$ cat config.mk
export PLATFORM = sky130hd
export DESIGN_NAME = pa_perips_uart_txsched
export DESIGN_NICKNAME = d
export VERILOG_FILES = /design/src/rtl/pa_perips_uart_txsched.sv
export SDC_FILE = /design/constraint.sdc
export NUM_CORES = 1
export LEC_CHECK = 0
export CAP_MARGIN = 20
export CELL_PAD_IN_SITES_DETAIL_PLACEMENT = 0
export CELL_PAD_IN_SITES_GLOBAL_PLACEMENT = 1
export CORE_MARGIN = 8
export CORE_UTILIZATION = 40
export CTS_CLUSTER_SIZE = 24
export DETAILED_ROUTE_END_ITERATION = 12
export DONT_BUFFER_PORTS = 1
export PLACE_DENSITY_LB_ADDON = 0.15
export SYNTH_ARGS = -nofsm -noshare
export SYNTH_HDL_FRONTEND = slang
export SYNTH_SLANG_ARGS = --single-unit
$ cat constraint.sdc
create_clock -name clk_i -period 2.1 [get_ports clk_i]
set_input_delay 0.42 -clock clk_i [delete_from_list [all_inputs] [get_ports clk_i]]
set_output_delay 0.42 -clock clk_i [all_outputs]
set_load 0.01 [all_outputs]
$ cat src/rtl/pa_perips_uart_txsched.sv
// pa_perips_uart_txsched
//   Round-robin transmit scheduler that lets two byte-stream requesters share
//   one UART register port. It is the only master on that port: after reset
//   it enables the UART once by writing CR. For each granted byte it writes
//   TXD, polls SR until the tx-done flag is set, then clears the flag. A
//   byte whose done flag never arrives is abandoned after TIMEOUT_CYCLES
//   polls, and the sticky err_o is raised.
//
// Ports
//   clk_i, rst_n_i      clock, asynchronous active-low reset
//   req_valid_i[1:0]    per-requester byte valid (bit n = requester n)
//   req_data_i[15:0]    [7:0] requester 0, [15:8] requester 1
//   req_ready_o[1:0]    one-hot accept; handshake = valid & ready
//   done_o[1:0]         one-cycle pulse to the requester whose byte finished
//   err_o / err_clr_i   sticky timeout flag and its clear
//   busy_o              high whenever the scheduler is not idle
//   uart_*              UART register port (addr, rd/we strobes, wdata, rdata)

module pa_perips_uart_txsched #(
    parameter logic [31:0] TIMEOUT_CYCLES = 32'd2000000,
    parameter logic [31:0] CR_INIT        = 32'h0000_0003
) (
    input  logic        clk_i,
    input  logic        rst_n_i,
    input  logic [1:0]  req_valid_i,
    input  logic [15:0] req_data_i,
    output logic [1:0]  req_ready_o,
    output logic [1:0]  done_o,
    output logic        err_o,
    input  logic        err_clr_i,
    output logic        busy_o,
    output logic [7:0]  uart_addr_o,
    output logic        uart_rd_o,
    output logic        uart_we_o,
    output logic [31:0] uart_wdata_o,
    input  logic [31:0] uart_rdata_i
);

    localparam logic [7:0] ADDR_CR  = 8'h00;
    localparam logic [7:0] ADDR_SR  = 8'h04;
    localparam logic [7:0] ADDR_TXD = 8'h10;

    typedef enum logic [2:0] {
        ST_INIT,
        ST_IDLE,
        ST_SEND,
        ST_POLL,
        ST_CHECK,
        ST_CLR
    } state_e;

    state_e      state_q, state_d;
    logic [7:0]  byte_q, byte_d;
    logic        gnt_q, gnt_d;
    logic        last_grant_q, last_grant_d;
    logic [31:0] cnt_q, cnt_d;
    logic        err_q, err_d;

    // Round-robin choice: prefer the requester that was not served last.
    logic any_valid;
    logic other_req;
    logic gnt_sel;
    logic tx_done;
    logic timed_out;

    // Only SR bit0 matters; the upper read bits are deliberately ignored.
    logic unused_rdata;
    assign unused_rdata = ^uart_rdata_i[31:1];

    assign any_valid = |req_valid_i;
    assign other_req = ~last_grant_q;
    assign gnt_sel   = req_valid_i[other_req] ? other_req : last_grant_q;
    assign tx_done   = uart_rdata_i[0];
    assign timed_out = (cnt_q >= TIMEOUT_CYCLES);

    // State register and latched datapath.
    // NOTE: sequential state uses non-blocking assignments so every flop
    // samples pre-edge values regardless of statement order.
    always_ff @(posedge clk_i or negedge rst_n_i) begin
        if (!rst_n_i) begin
            state_q      <= ST_INIT;
            byte_q       <= 8'h00;
            gnt_q        <= 1'b0;
            last_grant_q <= 1'b1;
            cnt_q        <= 32'd0;
            err_q        <= 1'b0;
        end else begin
            state_q      <= state_d;
            byte_q       <= byte_d;
            gnt_q        <= gnt_d;
            last_grant_q <= last_grant_d;
            cnt_q        <= cnt_d;
            err_q        <= err_d;
        end
    end

    // Next-state and next-datapath logic.
    // NOTE: every signal gets a default before the case so no path leaves it
    // unassigned, which would otherwise infer a latch.
    always_comb begin
        state_d      = state_q;
        byte_d       = byte_q;
        gnt_d        = gnt_q;
        last_grant_d = last_grant_q;
        cnt_d        = cnt_q;
        err_d        = err_q;

        // Clear first so a same-cycle timeout below overrides it.
        if (err_clr_i) begin
            err_d = 1'b0;
        end

        case (state_q)
            ST_INIT: begin
                state_d = ST_IDLE;
            end
            ST_IDLE: begin
                if (any_valid) begin
                    byte_d       = gnt_sel ? req_data_i[15:8] : req_data_i[7:0];
                    gnt_d        = gnt_sel;
                    last_grant_d = gnt_sel;
                    state_d      = ST_SEND;
                end
            end
            ST_SEND: begin
                cnt_d   = 32'd0;
                state_d = ST_POLL;
            end
            ST_POLL: begin
                // Saturating poll counter: a hung UART must never wrap it.
                if (cnt_q != 32'hFFFF_FFFF) begin
                    cnt_d = cnt_q + 32'd1;
                end
                state_d = ST_CHECK;
            end
            ST_CHECK: begin
                if (tx_done) begin
                    state_d = ST_CLR;
                end else if (timed_out) begin
                    err_d   = 1'b1;
                    state_d = ST_CLR;
                end else begin
                    state_d = ST_POLL;
                end
            end
            ST_CLR: begin
                state_d = ST_IDLE;
            end
            default: begin
                state_d = ST_INIT;
            end
        endcase
    end

    // Output decode. Bus strobes are held low while reset is asserted even
    // though the state register already sits in INIT, so the port is quiet
    // until reset is released.
    always_comb begin
        req_ready_o  = 2'b00;
        done_o       = 2'b00;
        uart_addr_o  = 8'h00;
        uart_rd_o    = 1'b0;
        uart_we_o    = 1'b0;
        uart_wdata_o = 32'h0;
        if (rst_n_i) begin
            case (state_q)
                ST_INIT: begin
                    uart_we_o    = 1'b1;
                    uart_addr_o  = ADDR_CR;
                    uart_wdata_o = CR_INIT;
                end
                ST_IDLE: begin
                    if (any_valid) begin
                        req_ready_o = gnt_sel ? 2'b10 : 2'b01;
                    end
                end
                ST_SEND: begin
                    uart_we_o    = 1'b1;
                    uart_addr_o  = ADDR_TXD;
                    uart_wdata_o = {24'h0, byte_q};
                end
                ST_POLL: begin
                    uart_rd_o   = 1'b1;
                    uart_addr_o = ADDR_SR;
                end
                ST_CLR: begin
                    uart_we_o    = 1'b1;
                    uart_addr_o  = ADDR_SR;
                    uart_wdata_o = 32'h1;
                    done_o       = gnt_q ? 2'b10 : 2'b01;
                end
                default: begin
                end
            endcase
        end
    end

    assign busy_o = (state_q != ST_IDLE);
    assign err_o  = err_q;

endmodule

# Yosys cells after proc, flatten, opt, wreduce, memory -nomap -nowiden
# Cells that the tools add are included.
# word_totals
romBits	0
mem_count	0
inputBits	53
out_inout_bits	48
latch_bits	0
mem_bits_rw	0
word_cells	56
ff_bits	46
# op_classes
n_mux	29
n_mul	0
bitwise_logic	1
shift	0
reduce_logical	8
n_addsub	1
n_lt_le_gt_ge	2
n_eq_ne	9
div	0
# op_table
op	n
32-bit case mux with 2 select lines	1
32-bit by 1-bit adder with 32-bit output, second input constant	1
32-bit by 21-bit >= comparator with 1-bit output, second input constant	1
32-bit 2-to-1 mux	1
32-bit inequality test, second input constant	1
8-bit case mux with 3 select lines	1
8-bit 2-to-1 mux	2
3-bit case mux with 5 select lines	1
2-bit 2-to-1 mux	7
1-bit 2-to-1 mux	11
5-bit case mux with 2 select lines	1
3-bit 2-to-1 mux	3
3-bit by 2-bit equality test with 1-bit output, second input constant	2
3-bit equality test, second input constant	2
2-bit OR reduction	3
5-bit 2-to-1 mux	1
2-bit inequality test, second input constant	2
2-bit AND reduction	2
3-bit by 1-bit equality test with 1-bit output, second input constant	1
3-bit zero test	1
3-bit by 1-bit inequality test with 1-bit output, second input constant	1
3-bit OR reduction	1
1-bit by 2-bit less-than comparator with 1-bit output, second input constant	1
2-bit nonzero test	1
1-bit inverter	1

# Longest topological paths before layout
# logic_depth
depth_word	8
ltp_mapped	9
mapped_depth_nobuf	6

# Least setup slack after synthesis
# Ideal clock, no wire load.
# synth_timing
kind	flip-flop to flip-flop
start	register cnt_q[0]
end	register cnt_q[17]
required_ns	1.968
stages_incl_launch_ff	7
setup_slack_ns	0.131
t_arrival_ns	1.837
setup_time_ns	0.132
synth_period_minus_slack_ns	1.969
cell_sequence	dfrtp_1 ha_1 nand4_1 or4b_1 o2111ai_1 xor2_1 nor2_1
# synth_between
elab_chain_cells	3
elab_cells_between_ends	6
# synth_rtl
item	line_no	source
start, declared	56	logic [31:0] cnt_q, cnt_d;
start signal, assigned	92	cnt_q <= cnt_d;
32-bit by 1-bit adder with 32-bit output / 32-bit inequality test (equally long branches)	132, 131	
32-bit 2-to-1 mux / 2-bit inequality test (equally long branches)	--	
32-bit case mux with 2 select lines / 2-bit AND reduction (equally long branches)	--	
# Several ways; a longest one is shown, not always the timed one. The select of a mux whose other input is x is not followed.
# A chain may end at the register's enable or synchronous reset.

# Final worst setup path
# layout_timing
start	register state_q[2]
end	output req_ready_o[0]
# layout_between
elab_chain_cells	3
# layout_rtl
item	line_no	source
start, declared	52	state_e state_q, state_d;
start signal, assigned	88	state_q <= state_d;
3-bit by 1-bit equality test with 1-bit output	166	case (state_q)
2-bit 2-to-1 mux	166	
2-bit 2-to-1 mux	165	if (rst_n_i) begin
end, declared	27	output logic [1:0] req_ready_o,
# No other way between the ends.

==> flow_summary.ini <==
[global_routing]
grt_pass1_wl_um = 12700
grt_overflow = 0
grtUsageTotal = 0.153
grt_start_max_net_pins = 47
grt_pass1_vias = 2553
antenna_found_initial = 0

[cells_and_area]
layout-drive-gt1-share = 0.175
instances_no_fill = 471
fin_nets = 426
num_antenna_cells = 0
fin_util = 0.468
area_growth_pct = 13.2
fillers = 746

[timing]
rsz0062_at_grt = yes
layout_min_cycle_time_ns = 2.01
worst_slack_ns = 0.0934
timing.final.crit_share = 0.956
setup_violations = 0
finalClockSkew_ns = 0.00634
hold_viol_final = 0
fmax_mhz = 498
slew_headroom = 0.659
slew_violations = 0
worstMarginPinSlew_ns = 0.507

[flow_run]
drv_cap = 0

[floorplanning]
coreArea_sq_um = 7250
start_util = 0.413
io_pins = 101
die_width_um = 103
die_y_um = 103
rows = 31
die-area_sq_um = 10500

[pwr]
switchingPower_mw = 1.19
p_sw_frac = 0.373
total_leakage_power_nw = 1.46
seqPwrFrac = 0.361
ir_drop_v = 0.000378
internal-power_mw = 2.00
fin_total_pwr_mw = 3.18
clkPwrFrac = 0.255
p_per_area_nw_per_um2 = 938
comb_power_share = 0.383

[route]
vias = 2528
routed_via_density = 5.37
wl_per_cell_um = 16.2
first_iter_violations = 130
drt-total-wl_um = 7620
drc_errors = 0
ant_nets = 0
dr.pass1.iters = 4

[worst_hold_path]
hp-class = in2reg

[logic_synthesis]
synth_edf_count = 0
avgSynthCellArea_sq_um = 8.56
syn-cell-area_sq_um = 3000
synth.distinct_cells = 47
yosys_warnings = 0
ys_seq_elements = 46
synth-main-ff-cell = dfrtp_1
synth.yosys.seq_area_share = 0.385
async_reset_ff_frac = 1.00
syn_inst = 350

[placement]
dp_cells = 460
hpwl_um = 5330
port_buffers = 0
post-place-ws_ns = 0.000240
gp_congestion = 0.786

[clock_network]
cts_max_path_buffers = 2
clock-sinks = 46
clkTransAtPathRegs_ns = 0.09
h-tree-depth = 2
cts_buffers = 5
cts_root_buffer = clkbuf_8
tritoncts = yes
worstSkewPairLatency_ns = 0.31

[worst_setup_path]
crit_required_ns = 1.68
path_class = reg2out
cp-start-kind = flop
crit_path_end_kind = output pin
cp_data_arrival_time_ns = 1.59
cp_max_fo = 8

[status]
status = complete, no violations
## stage by stage
stage,hold WS [ns],area [sq um],setup TNS (ns)
final,0.208,3390,0
after global routing,0.207,3390,-0.182
after CTS,0.209,3340,0
after detailed placement,0.126,3140,0
after global placement,0.127,3140,-0.0134
after floorplan,0.124,3100,0
## cell families (layout without fill, tap and decap cells)
kind of cell             count (synthesis)  count (layout)  synth area share
adder cells (fa/ha/maj)                  2               2           0.00835
AO/OA/AOI/OAI                           78              78             0.154
multiplexers                             9               9            0.0301
flip-flops                              46              46             0.385
buffers and inverters                   57              50             0.118
other                                    1              30           0.00125
AND/OR/NAND/NOR                        151             151             0.286
XOR/XNOR                                 6               6            0.0175
## layout by cell type (no fill, tap or decap), types with 3 or more instances in the layout
cell | netlist | final
nand2b_1 | 4 | 4
conb_1 | 1 | 30
dfrtp_1 | 45 | 45
nand3_1 | 10 | 10
o21ai_0 | 32 | 31
buf_4 | 30 | 31
or4_1 | 8 | 8
xor2_1 | 6 | 6
mux2i_1 | 9 | 9
nor2_1 | 19 | 16
inv_1 | 9 | 9
clkbuf_8 | 0 | 5
nand4_1 | 15 | 15
a21oi_2 | 0 | 3
or3_4 | 0 | 3
o211ai_1 | 4 | 4
nand2_1 | 39 | 38
o31ai_1 | 6 | 6
nor4_1 | 5 | 5
nor3_1 | 4 | 4
and3_1 | 12 | 11
nor2b_1 | 3 | 3
or3_1 | 16 | 13
a21oi_1 | 24 | 21
## state kept, by name, indices dropped and copies added (netlist names)
name	flops
cnt_q	32
gnt_q	1
err_o	1
byte_q	8
state_q	3
last_grant_q	1
## power groups by stage
stage,logic (mW),clock network [mW],registers (mW)
global route,1.39,0.875,1.18
floorplan,0.832,0,1.17
CTS,1.20,0.836,1.15
global placement,1.15,0,1.17
detailed placement,1.15,0,1.17
finish,1.22,0.812,1.15
## cells in the mapped netlist (all sizes together) (6+ instances only)
master,number,area (sq um)
dfrtp,45,1130
nand2,39,146
buf,37,279
o21ai,32,160
a21oi,24,120
nor2,19,71.3
or3,16,100
nand4,15,93.8
and3,12,75.1
clkbuf,11,41.3
nand3,11,60.1
inv,9,33.8
mux2i,9,90.1
or4,8,60.1
o31ai,6,45.0
xor2,6,52.6
## worst max-delay path, stage by stage, from the launching register on
cell and delay (ns):
dfrtp_1 0.38, buf_4 0.16, or3b_4 0.39, nor2_2 0.13, and3_4 0.21
## metal layers
layer	part of all wire	vias up	GRT usage
met1	0.46	1200	0.201
li1	-	1252	-
met2	0.47	65	0.240
met5	0	-	0
met3	0.057	11	0.0412
met4	0.014	0	0.0418
## final cells by class
type                    count  area [sq um]  share of cell area
well taps                  99           124              0.0365
clock inverters             3          68.8              0.0203
multi-input cells         276          1670               0.494
repair buffers             33           270              0.0797
inverters                   9          33.8             0.00996
clock buffers               5          68.8              0.0203
flip-flops and latches     46          1150               0.340
## path summary, 6_finish.rpt
check,from,end,cells past startpoint,slack (ns)
hold reg to reg,byte_q[3],byte_q[3],2,0.48
setup reg to reg,cnt_q[0],cnt_q[20],8,0.10
min in group asynchronous,rst_n_i,cnt_q[6],2,0.64
hold / removal,err_clr_i,err_o,1,0.21
max in group asynchronous,rst_n_i,last_grant_q,2,1.18
setup / recovery,state_q[2],req_ready_o[0],4,0.09
## timing repair
action                                 4_1_cts  5_1_grt
gates resized for setup                      6       11
endpoints found under the hold margin       46        0
buffers inserted                             0        1
hold buffers                                 2        0
pin swaps                                    0        7
setup endpoints to repair                    6       24
(Power assumes the default switching activity.)
